## src/rtl/sched_pkg.sv

```systemverilog
// rtl/sched_pkg.sv - shared slot type, scheduler states and register-read helper
package sched_pkg;

   typedef struct packed {
      logic        valid;
      logic [31:0] inst;
      logic [4:0]  rd;
      logic [4:0]  rs1;
      logic [4:0]  rs2;
      logic        uses_rs1;
      logic        uses_rs2;
      logic        writes_rd;
      logic        is_mem;
      logic        is_load;
      logic        is_ctrl;
   } slot_info_t;

   typedef enum logic {
      NORMAL = 1'b0,
      HOLD   = 1'b1
   } sched_state_t;

   localparam slot_info_t SLOT_NONE = '0;

   function automatic logic reads_reg(slot_info_t s, logic [4:0] r);
      return (s.uses_rs1 && (s.rs1 == r)) || (s.uses_rs2 && (s.rs2 == r));
   endfunction

endpackage

```

## src/rtl/issue_hazard_check.sv

```systemverilog
// rtl/issue_hazard_check.sv - RAW/WAW check of one producer against one consumer slot
module issue_hazard_check
   import sched_pkg::*;
(
   input  logic       prod_writes,
   input  logic [4:0] prod_rd,
   input  slot_info_t cons,
   output logic       raw,
   output logic       waw
);

   // x0 is hardwired, so a write to it never creates a dependency
   logic prod_live;

   assign prod_live = prod_writes & (prod_rd != 5'd0);
   assign raw       = prod_live & reads_reg(cons, prod_rd);
   assign waw       = prod_live & cons.writes_rd & (cons.rd == prod_rd);

endmodule

```

## src/rtl/dual_issue_scheduler.sv

```systemverilog
// rtl/dual_issue_scheduler.sv - two-pipe issue controller with packet split, hold and load-use stall
module dual_issue_scheduler
   import sched_pkg::*;
#(
   parameter int CNT_W = 32
) (
   input  logic             clock,
   input  logic             reset,
   input  logic             pkt_valid,
   input  slot_info_t       pkt_slot0,
   input  slot_info_t       pkt_slot1,
   output logic             pkt_ready,
   input  logic             dx_load_valid,
   input  logic [4:0]       dx_load_rd,
   input  logic             flush,
   output logic             issue_a_valid,
   output slot_info_t       issue_a,
   output logic             issue_b_valid,
   output slot_info_t       issue_b,
   output logic             holding,
   output logic [CNT_W-1:0] cnt_dual,
   output logic [CNT_W-1:0] cnt_single,
   output logic [CNT_W-1:0] cnt_stall
);

   localparam logic [CNT_W-1:0] CNT_ONE = CNT_W'(1);

   sched_state_t state, state_nxt;
   slot_info_t   hold_q, hold_nxt;
   slot_info_t   single_slot;
   logic         single_go;
   logic         inc_dual, inc_single, inc_stall;
   logic         raw01, waw01, lu0, lu1, luh;
   logic         unused_lu0_waw, unused_lu1_waw, unused_luh_waw;
   logic         pair_ok;

   issue_hazard_check u_pair (
      .prod_writes (pkt_slot0.writes_rd),
      .prod_rd     (pkt_slot0.rd),
      .cons        (pkt_slot1),
      .raw         (raw01),
      .waw         (waw01)
   );

   issue_hazard_check u_lu0 (
      .prod_writes (dx_load_valid),
      .prod_rd     (dx_load_rd),
      .cons        (pkt_slot0),
      .raw         (lu0),
      .waw         (unused_lu0_waw)
   );

   issue_hazard_check u_lu1 (
      .prod_writes (dx_load_valid),
      .prod_rd     (dx_load_rd),
      .cons        (pkt_slot1),
      .raw         (lu1),
      .waw         (unused_lu1_waw)
   );

   issue_hazard_check u_luh (
      .prod_writes (dx_load_valid),
      .prod_rd     (dx_load_rd),
      .cons        (hold_q),
      .raw         (luh),
      .waw         (unused_luh_waw)
   );

   assign pair_ok = pkt_slot1.valid & ~pkt_slot0.is_mem & ~pkt_slot0.is_ctrl &
                    ~pkt_slot1.is_ctrl & ~raw01 & ~waw01 & ~lu1;

   assign holding = (state == HOLD);

   always_comb begin
      state_nxt     = state;
      hold_nxt      = hold_q;
      pkt_ready     = 1'b0;
      issue_a_valid = 1'b0;
      issue_a       = SLOT_NONE;
      issue_b_valid = 1'b0;
      issue_b       = SLOT_NONE;
      single_slot   = SLOT_NONE;
      single_go     = 1'b0;
      inc_dual      = 1'b0;
      inc_single    = 1'b0;
      inc_stall     = 1'b0;
      if (!reset) begin
         state_nxt = NORMAL;
      end else if (flush) begin
         state_nxt = NORMAL;
         hold_nxt  = SLOT_NONE;
      end else begin
         case (state)
            NORMAL: begin
               if (pkt_valid) begin
                  if (lu0) begin
                     inc_stall = 1'b1;
                  end else if (pair_ok) begin
                     issue_a_valid = 1'b1;
                     issue_a       = pkt_slot0;
                     issue_b_valid = 1'b1;
                     issue_b       = pkt_slot1;
                     pkt_ready     = 1'b1;
                     inc_dual      = 1'b1;
                  end else begin
                     single_slot = pkt_slot0;
                     single_go   = 1'b1;
                     pkt_ready   = 1'b1;
                     if (pkt_slot1.valid) begin
                        hold_nxt  = pkt_slot1;
                        state_nxt = HOLD;
                     end
                  end
               end
            end
            HOLD: begin
               if (luh) begin
                  inc_stall = 1'b1;
               end else begin
                  single_slot = hold_q;
                  single_go   = 1'b1;
                  hold_nxt    = SLOT_NONE;
                  state_nxt   = NORMAL;
               end
            end
            default: state_nxt = NORMAL;
         endcase
      end
      // a lone instruction goes to B only when it needs the memory port
      if (single_go) begin
         inc_single = 1'b1;
         if (single_slot.is_mem) begin
            issue_b_valid = 1'b1;
            issue_b       = single_slot;
         end else begin
            issue_a_valid = 1'b1;
            issue_a       = single_slot;
         end
      end
   end

   always_ff @(posedge clock) begin
      if (!reset) begin
         state      <= NORMAL;
         hold_q     <= SLOT_NONE;
         cnt_dual   <= '0;
         cnt_single <= '0;
         cnt_stall  <= '0;
      end else begin
         state  <= state_nxt;
         hold_q <= hold_nxt;
         if (inc_dual)   cnt_dual   <= cnt_dual + CNT_ONE;
         if (inc_single) cnt_single <= cnt_single + CNT_ONE;
         if (inc_stall)  cnt_stall  <= cnt_stall + CNT_ONE;
      end
   end

endmodule
```

## config.mk

```make
export PLATFORM = sky130hd
export DESIGN_NAME = dual_issue_scheduler
export DESIGN_NICKNAME = d
export VERILOG_FILES = /design/src/rtl/sched_pkg.sv /design/src/rtl/issue_hazard_check.sv /design/src/rtl/dual_issue_scheduler.sv
export SDC_FILE = /design/constraint.sdc
export NUM_CORES = 1
export LEC_CHECK = 0
export CAP_MARGIN = 5
export CORE_MARGIN = 4
export CORE_UTILIZATION = 55
export CTS_CLUSTER_DIAMETER = 60
export CTS_CLUSTER_SIZE = 25
export DETAILED_ROUTE_END_ITERATION = 16
export DONT_BUFFER_PORTS = 1
export PLACE_DENSITY_LB_ADDON = 0.2
export SLEW_MARGIN = 5
export SYNTH_ARGS = -nofsm -noshare
export SYNTH_HDL_FRONTEND = slang
export SYNTH_HIERARCHICAL = 1
export SYNTH_SLANG_ARGS = --single-unit
```

## constraint.sdc

```tcl
create_clock -name clock -period 5 [get_ports clock]
set_input_delay 1 -clock clock [delete_from_list [all_inputs] [get_ports clock]]
set_output_delay 1 -clock clock [all_outputs]
set_load 0.05 [all_outputs]
```

==> run summary, run 1 <==
Status: finished, final reports clean
Total wire length: 27,950 microns
Pin count of the biggest net entering global routing: 65
Worst Path Max Fanout: 12
CP Launch Type: primary input
Clock sinks: 151
Postcts setup bufs: 0
Setup violators final: 0
Crit path largest cell delay: 610 ps
Global-route total usage across every layer: 30.80%
Post-Syn Area: 0.008484 sq mm
Overflow after GRT: 0
First drt pass iteration count: 5
Clock root cell: clkbuf_16
Max Clk Rate: 0.2160 GHz
Die height: 132.2 microns
# diodes: 0
Critical path's slowest cell: nor4b_1
Via Count: 8,240
Initial DRC Count: 578
Worst-margin pin slew: 1145 ps
PD cells: 267.9 mW/mm^2
Metal-1 WL: 10,620 microns
Final Cell Area: 0.01056 sq mm
Final #Nets: 1,187
DR WL met2: 13,100 microns
Multi-input combinational cell area: 0.005214 sq mm
Max VDD drop: 0.2378 mV
Die area: 0.01748 sq mm
Worst-skew pair later-pin latency: 430 ps
Clock period minus worst slack: 4630 ps
Core area: 0.01515 sq mm
Global-route wire length before repair: 43,730 microns
Max-slew violation total from the final report: 0
CTS hold repair buffers: 0
Seq. cell area: 0.003027 sq mm
Post-detail-place hpwl: 19,830 microns
Initial antenna violation count: 0
RSZ-0062 raised after global routing: false
Vias/cell: 6.504
Final ANT Viol Nets: 0
Filler cells: 1,190
CP Cell Sequence: or4_1 -> o21ai_2 -> a21oi_1 -> nor4b_1 -> a32o_2 -> or2_2 -> nor2_1 -> a22o_1 -> buf_12
Layout Skew: 9.473 ps
DRC: 0
WL/cell: 22.06 microns
Die width: 132.2 microns
Layout cell share with drive strength beyond 1: 15.01%
Commonest non-fill, non-tap cell in the layout: dfxtp_1
Synth Area per Inst: 8.351 sq um
Hold Path Class: register to register
Vias in the first global route: 7,758
Max Root-Sink Buffers: 2
Fin Setup TNS: 0 ps
Max Used Layer: met4
Most frequent cells in the layout: 150 x dfxtp_1, 124 x nand2_1, 105 x a22o_1
Arr. time, crit path: 3630 ps
DP Area: 0.009943 sq mm
Synth warnings: 6
Static Leak: 3.717 nW
I/O pin total: 326
Fin. Hold Viols: 0
Synth Net Count: 1,137
H-tree levels: 4
Port-buffer cells: 0
Routed wl met3: 3237 microns
Num CTS Buffers: 17
Tcrit/Tclk final: 92.60%
Row count: 45
Worst Setup End Kind: primary output
Layout area overhead: 24.45%
Slew HR: 23.57%
# resized after CTS: 0
Syn Inst Count: 1,016
Clock slew seen by the registers of the worst setup and hold paths: 60 ps
CTS tree: yes
WS Path Type: primary input to primary output
WP data required: 4000 ps
MaxCap Viol Count: 0
GP Congestion: 0.9251
Initial core utilization: 56.02%
-- power breakdown --
group	leakage, nW	internal (mW)	total, mW	switching [mW]
Sequential	1.22	1.21	1.23	0.0142
Clock	0.297	0.758	1.34	0.580
Combinational	2.20	0.104	0.264	0.160
Total	3.72	2.07	2.83	0.754
-- metrics by stage --
| stage | cells | power (mW) | worst slack [ps] | util [%] | hold slack [ps] |
|---|---|---|---|---|---|
| after floorplan | 1016 | 1.437 | 120.7 | - | 442.2 |
| after global placement | 1235 | 1.512 | 457.4 | 65.65 | 459.0 |
| after detailed placement | 1235 | 1.515 | 420.2 | 65.65 | 473.2 |
| after CTS | 1267 | 2.838 | 411.6 | 69.72 | 490.7 |
| after global routing | 1267 | 2.920 | 229.1 | 69.72 | 516.2 |
| final | 1267 | 2.829 | 369.8 | 69.72 | 482.3 |
-- path summary, 6_finish.rpt --
path,start,endpoint,cells after the start,slack (ps)
setup / recovery,pkt_slot0[17],issue_a[29],9,370
hold / removal,hold_q[29]$_SDFFE_PP0P_,hold_q[29]$_SDFFE_PP0P_,1,480
setup reg to reg,cnt_single[11]$_SDFFE_PN0P_,cnt_single[30]$_SDFFE_PN0P_,5,1870
hold reg to reg,hold_q[29]$_SDFFE_PP0P_,hold_q[29]$_SDFFE_PP0P_,1,480
-- state kept, by name, indices dropped and copies added, names as in the netlist --
register / count
cnt_stall: 32
cnt_single: 32
cnt_dual: 32
holding: 1
hold_q: 54
-- layer usage --
layer	track usage (%)	vias up
li1	-	3833
met1	36.58	3890
met2	49.69	439
met3	12.60	78
met4	12.47	0
met5	0	-
-- layout make-up --
class / instances / area share (%)
inverters: 9 / 0.3199
flip-flops and latches: 151 / 28.66
multi-input cells: 786 / 49.38
clock inverters: 15 / 1.801
repair buffers: 101 / 13.58
clock buffers: 17 / 4.029
well taps: 188 / 2.228
-- critical path, delay by kind of cell --
family,cells,cell delay (ps)
AO/OA/AOI/OAI,4,920
buffers and inverters,1,160
AND/OR/NAND/NOR,4,1560
Power figures use the tool's default switching activity.
==> inputs of run 2 (changes only) <==
Settings changed: CORE_MARGIN 4 to 5, CORE_UTILIZATION 55 to 35.
Clock period 5 ns to 4.5 ns, I/O delays scaled along.
==> run summary, run 2 (same netlist as run 1, synthesis figures left out) <==
WP data required: 3600 ps (was 4000 ps)
Reg2reg path depth: 5 (unchanged)
CTS hold repair buffers: 0 (unchanged)
Layout area overhead: 26.34% (was 24.45%)
WL/cell: 20.65 microns (was 22.06 microns)
PD cells: 290.7 mW/mm^2 (was 267.9 mW/mm^2)
Top reg by flops: hold_q (unchanged)
Sw Share: 26.45% (was 26.66%)
Clock slew seen by the registers of the worst setup and hold paths: 60 ps (about the same)
WS Path Type: primary input to primary output (unchanged)
Max Root-Sink Buffers: 2 (unchanged)
CTS tree: yes (unchanged)
GP Congestion: 0.8217 (was 0.9251)
H-tree levels: 4 (unchanged)
Hold Path Class: register to register (unchanged)
Port-buffer cells: 0 (unchanged)
Final ANT Viol Nets: 0 (unchanged)
Num CTS Buffers: 17 (unchanged)
Clk network pwr share: 46.9% (was 47.3%)
Status: finished, final reports clean (unchanged)
CP Launch Type: primary input (unchanged)
Most frequent cells in the layout: 150 x dfxtp_1, 123 x nand2_1, 105 x a22o_1 (was 150 x dfxtp_1, 124 x nand2_1, 105 x a22o_1)
Critical path's slowest cell: or4_1 (was nor4b_1)
WP buf/inv: 1 (unchanged)
Vias/cell: 5.658 (was 6.504)
Max VDD drop: 0.1846 mV (was 0.2378 mV)
Crit path largest cell delay: 710 ps (was 610 ps)
Combinational fraction of design power: 9.2% (was 9.3%)
Fin Setup TNS: 0 ps (unchanged)
Pin count of the biggest net entering global routing: 65 (unchanged)
Commonest non-fill, non-tap cell in the layout: dfxtp_1 (unchanged)
Static Leak: 3.770 nW (was 3.717 nW)
Cell count of the worst hold path: 1 (unchanged)
Layout Skew: 12.87 ps (was 9.473 ps)
Initial antenna violation count: 0 (unchanged)
Overflow after GRT: 0 (unchanged)
Setup violators final: 0 (unchanged)
Row count: 57 (was 45)
Post-detail-place hpwl: 21,180 microns (was 19,830 microns)
CP Cell Sequence: or4_1 -> o21ai_2 -> a21oi_1 -> or4b_2 -> or4_1 -> a21oi_2 -> buf_12 (was or4_1 -> o21ai_2 -> a21oi_1 -> nor4b_1 -> a32o_2 -> or2_2 -> nor2_1 -> a22o_1 -> buf_12)
Worst-margin pin slew: 724.9 ps (was 1145 ps)
MaxCap Viol Count: 0 (unchanged)
Max FFs per register: 54 (unchanged)
Fin. Hold Viols: 0 (unchanged)
# resized after CTS: 0 (unchanged)
Clock period minus worst slack: 4364 ps
Clock sinks: 151 (unchanged)
RSZ-0062 raised after global routing: false (unchanged)
Internal Power: 2.292 mW (was 2.075 mW)
Clock root cell: clkbuf_16 (unchanged)
Internal reg-to-reg setup slack: 1490 ps (was 1870 ps)
Filler cells: 2,391 (was 1,190)
Worst Path Max Fanout: 8 (was 12)
Total wire length: 29,400 microns (was 27,950 microns)
DRC: 0 (unchanged)
Final #Nets: 1,208 (was 1,187)
Initial core utilization: 35.20% (was 56.02%)
Switch Pwr: 0.8241 mW (was 0.7541 mW)
CP top delay family: simple AND/OR/NAND/NOR gates (unchanged)
Max-slew violation total from the final report: 0 (unchanged)
Sequential power share: 43.9% (was 43.4%)
Layout cell share with drive strength beyond 1: 16.74% (was 15.01%)
Initial DRC Count: 554 (was 578)
Global-route wire length before repair: 46,000 microns (was 43,730 microns)
Tcrit/Tclk final: 96.97%
Finished Core Util: 44.47% (was 69.72%)
Global-route total usage across every layer: 20.52% (was 30.80%)
Core area: 0.02411 sq mm (was 0.01515 sq mm)
Arr. time, crit path: 3460 ps (was 3630 ps)
Postcts setup bufs: 0 (unchanged)
Vias in the first global route: 7,467 (was 7,758)
Max Clk Rate: 0.2292 GHz
Crit. path cell count: 7 (was 9)
Worst Setup End Kind: primary output (unchanged)
I/O pin total: 326 (unchanged)
Die width: 165.7 microns (was 132.2 microns)
Via Count: 8,057 (was 8,240)
First drt pass iteration count: 6 (was 5)
Die height: 165.7 microns (was 132.2 microns)
Die area: 0.02745 sq mm (was 0.01748 sq mm)
Slew HR: 51.61% (was 23.57%)
Crit-path most repeated cell: or4_1
Worst-skew pair later-pin latency: 420 ps (was 430 ps)
[run 2: final timing paths]
check	to	start
hold reg to reg	hold_q[29]$_SDFFE_PP0P_	hold_q[29]$_SDFFE_PP0P_
setup reg to reg	cnt_single[30]$_SDFFE_PN0P_	cnt_single[11]$_SDFFE_PN0P_
hold / removal	hold_q[29]$_SDFFE_PP0P_	hold_q[29]$_SDFFE_PP0P_
setup / recovery	issue_b[53]	pkt_slot0[17]
[run 2: cell type report]
cell class | count | area [sq um] | share of cell area, %
clock buffers | 17 | 425.4 | 3.969
well taps | 324 | 405.4 | 3.782
multi-input cells | 786 | 5220 | 48.70
diodes | 1 | 2.502 | 0.02335
repair buffers | 122 | 1441 | 13.45
clock inverters | 14 | 163.9 | 1.529
inverters | 9 | 33.78 | 0.3152
flip-flops and latches | 151 | 3027 | 28.24
[run 2: worst register-to-register path, stage by stage (launching register included)]
cell	delay [ps]
dfxtp_1	720
nand4_1	410
or4_1	880
or3_1	440
o311ai_0	320
o41ai_1	130
[run 2: power groups by stage]
stage,registers (mW),clock network [mW],logic (mW)
2_1_floorplan,1.39,0,0.208
3_3_place_gp,1.40,0,0.286
3_5_place_dp,1.40,0,0.288
4_1_cts,1.37,1.52,0.289
5_1_grt,1.37,1.57,0.305
6_report,1.37,1.46,0.288
[run 2: stage by stage]
stage	hold slack [ps]	cells	setup WS, ps	total power [mW]	area [sq um]
3_3_place_gp	480.2	1392	143.3	1.684	10130
4_1_cts	505.2	1423	137.4	3.171	10720
2_1_floorplan	442.2	1016	-79.26	1.598	8534
6_report	499.4	1424	136.2	3.116	10720
3_5_place_dp	484.3	1392	139.6	1.685	10130
5_1_grt	524.7	1423	10.37	3.242	10720
[run 2: per-layer routing]
metal | routed length (microns) | vias to the layer above | GRT usage [%]
met5 | 0 | - | 0
met3 | 2420 | 37 | 7.173
met4 | 729 | 0 | 5.811
met2 | 13500 | 303 | 31.96
li1 | - | 3880 | -
met1 | 12750 | 3837 | 27.06
==> inputs of run 3 (changes only) <==
Settings changed: SYNTH_HIERARCHICAL 1 to not set.
==> run summary, run 3 <==
CP Launch Type: primary input (unchanged)
WL/cell: 21.48 microns (was 20.65 microns)
Layout cell share with drive strength beyond 1: 20.42% (was 16.74%)
CTS hold repair buffers: 0 (unchanged)
Sequential power share: 44.8% (was 43.9%)
GP Congestion: 0.8708 (was 0.8217)
Final Cell Area: 0.01161 sq mm (was 0.01072 sq mm)
Cell count of the worst hold path: 1 (unchanged)
Max-slew violation total from the final report: 0 (unchanged)
Clock period minus worst slack: 4098 ps (was 4364 ps)
Worst-margin pin slew: 860.8 ps (was 724.9 ps)
Top reg by flops: hold_q (unchanged)
Max FFs per register: 54 (unchanged)
Async SR Flop Fraction: 0%
MaxCap Viol Count: 0 (unchanged)
Sequential-to-total area share from yosys stat: 35.59%
I/O pin total: 326 (unchanged)
PD cells: 263.0 mW/mm^2 (was 290.7 mW/mm^2)
Initial antenna violation count: 0 (unchanged)
Clk network pwr share: 44.5% (was 46.9%)
Fin Setup TNS: 0 ps (unchanged)
Slew HR: 42.44% (was 51.61%)
Overflow after GRT: 0 (unchanged)
Static Leak: 4.053 nW (was 3.770 nW)
Pin count of the biggest net entering global routing: 80 (was 65)
Commonest non-fill, non-tap cell in the layout: dfxtp_1 (unchanged)
Initial core utilization: 35.24% (was 35.20%)
Synth warnings: 0 (was 6)
Max Root-Sink Buffers: 2 (unchanged)
Area leader, netlist: dfxtp_1
Status: finished, final reports clean (unchanged)
Sw Share: 27.59% (was 26.45%)
First drt pass iteration count: 5 (was 6)
Worst-skew pair later-pin latency: 420 ps (about the same)
Postcts setup bufs: 0 (unchanged)
Post-detail-place hpwl: 22,010 microns (was 21,180 microns)
Die area: 0.02748 sq mm (was 0.02745 sq mm)
Synth Net Count: 1,128 (was 1,137)
Post-synth EDFFs: 0
# resized after CTS: 0 (unchanged)
Worst Path Max Fanout: 44 (was 8)
Via Count: 7,862 (was 8,057)
Netlist cell types: 51
Core area: 0.02411 sq mm (unchanged)
Fin. Hold Viols: 0 (unchanged)
Global-route wire length before repair: 47,420 microns (was 46,000 microns)
Most common cell in the synthesized netlist: dfxtp_1
RSZ-0062 raised after global routing: false (unchanged)
Max VDD drop: 0.2447 mV (was 0.1846 mV)
Reg2reg path depth: 8 (was 5)
Synth Area per Inst: 8.435 sq um (was 8.351 sq um)
Final ANT Viol Nets: 0 (unchanged)
Layout area overhead: 36.69% (was 26.34%)
Row count: 57 (unchanged)
DP Area: 0.01106 sq mm (was 0.01013 sq mm)
Min Hold Slack: 506.3 ps (was 499.4 ps)
Clock sinks: 151 (unchanged)
Clock slew seen by the registers of the worst setup and hold paths: 80 ps (was 60 ps)
Die height: 165.8 microns (was 165.7 microns)
Final Power: 3.054 mW (was 3.116 mW)
Post-synth top cells: 151 x dfxtp_1, 113 x nand2_1, 106 x a22o_1
Top cells by area, synth: dfxtp_1 36%, a22o_1 11%, mux2i_1 7.7%
H-tree levels: 4 (unchanged)
Vias/cell: 5.572 (was 5.658)
Arr. time, crit path: 3200 ps (was 3460 ps)
WS Path Type: primary input to primary output (unchanged)
Switch Pwr: 0.8426 mW (was 0.8241 mW)
Commonest register cell after synthesis: dfxtp_1
Num CTS Buffers: 17 (unchanged)
Hold Path Class: register to register (unchanged)
Most frequent cells in the layout: 150 x dfxtp_1, 111 x nand2_1, 108 x buf_12 (was 150 x dfxtp_1, 123 x nand2_1, 105 x a22o_1)
Syn Inst Count: 1,007 (was 1,016)
Die width: 165.8 microns (was 165.7 microns)
Post-Syn Area: 0.008494 sq mm (was 0.008484 sq mm)
Global-route total usage across every layer: 21.22% (was 20.52%)
Internal Power: 2.211 mW (was 2.292 mW)
Tcrit/Tclk final: 91.07% (was 96.97%)
Synthesized flop and latch total: 151
Setup violators final: 0 (unchanged)
Total wire length: 30,300 microns (was 29,400 microns)
# diodes: 0 (was 1)
WP data required: 3600 ps (about the same)
DRC: 0 (unchanged)
Synth top area share: 35.59%
CTS tree: yes (unchanged)
Initial DRC Count: 541 (was 554)
Final #Nets: 1,195 (was 1,208)
Port-buffer cells: 0 (unchanged)
Vias in the first global route: 7,690 (was 7,467)
Filler cells: 2,328 (was 2,391)
Clock root cell: clkbuf_16 (unchanged)
Max Clk Rate: 0.2440 GHz (was 0.2292 GHz)
Combinational fraction of design power: 10.7% (was 9.2%)
Layout Skew: 19.10 ps (was 12.87 ps)
Worst Setup End Kind: primary output (unchanged)
==> run 3: layer usage <==
layer / up-vias / track usage, % / share of wire (%)
met5: - / 0 / 0
met2: 280 / 35.44 / 48
met3: 21 / 9.069 / 10
li1: 3772 / - / -
met4: 0 / 5.093 / 1.4
met1: 3789 / 25.38 / 41
==> run 3: metrics by stage <==
| stage | std cells | utilization, % | worst slack (ps) |
|---|---|---|---|
| 3_3_place_gp | 1379 | 45.89 | 430.4 |
| 5_1_grt | 1411 | 48.17 | 316.0 |
| 3_5_place_dp | 1379 | 45.89 | 409.3 |
| 2_1_floorplan | 1007 | - | -107.7 |
| 4_1_cts | 1411 | 48.17 | 411.6 |
| 6_report | 1411 | 48.17 | 402.0 |
==> run 3: kinds of logic (layout without fill, tap and decap cells) <==
logic type	Yosys count	after routing	share of synthesized area, %
xor+xnor	106	106	10.93
flops	151	151	35.59
buf+inv	91	171	4.478
compound gates	231	231	19.52
fa+ha+maj	3	3	0.4419
simple gates	359	359	21.34
other cells	1	1	0.04415
mux	65	65	7.659
==> run 3: final cells by class <==
type	count	area, sq um	share of cell area (%)
multi-input cells	765	5288	45.54
flip-flops and latches	151	3027	26.07
repair buffers	125	2290	19.72
clock buffers	19	432.9	3.728
well taps	324	405.4	3.491
clock inverters	13	116.4	1.002
inverters	14	52.55	0.4526
==> run 3: power by group through the flow <==
stage                     combinational [mW]  sequential, mW  clock [mW]
after detailed placement               0.329            1.40           0
after CTS                              0.329            1.37        1.40
after floorplan                        0.224            1.39           0
final                                  0.326            1.37        1.36
after global routing                   0.347            1.37        1.46
after global placement                 0.328            1.40           0
==> run 3: worst max-delay path, cell delays in order <==
cell and delay, ps:
or4_1 510, o21a_1 260, a2111o_1 530, inv_2 100
and3_2 210, buf_12 220, nand2_1 90, o21ai_1 140
buf_12 170
==> run 3: worst paths after layout <==
kind,startpoint,endpoint,slack [ps]
setup / recovery,dx_load_rd[0],issue_b[1],400
hold / removal,hold_q[27]$_SDFFE_PP0P_,hold_q[27]$_SDFFE_PP0P_,510
setup reg to reg,cnt_stall[4]$_SDFFE_PN0P_,cnt_stall[29]$_SDFFE_PN0P_,1300
hold reg to reg,hold_q[27]$_SDFFE_PP0P_,hold_q[27]$_SDFFE_PP0P_,510
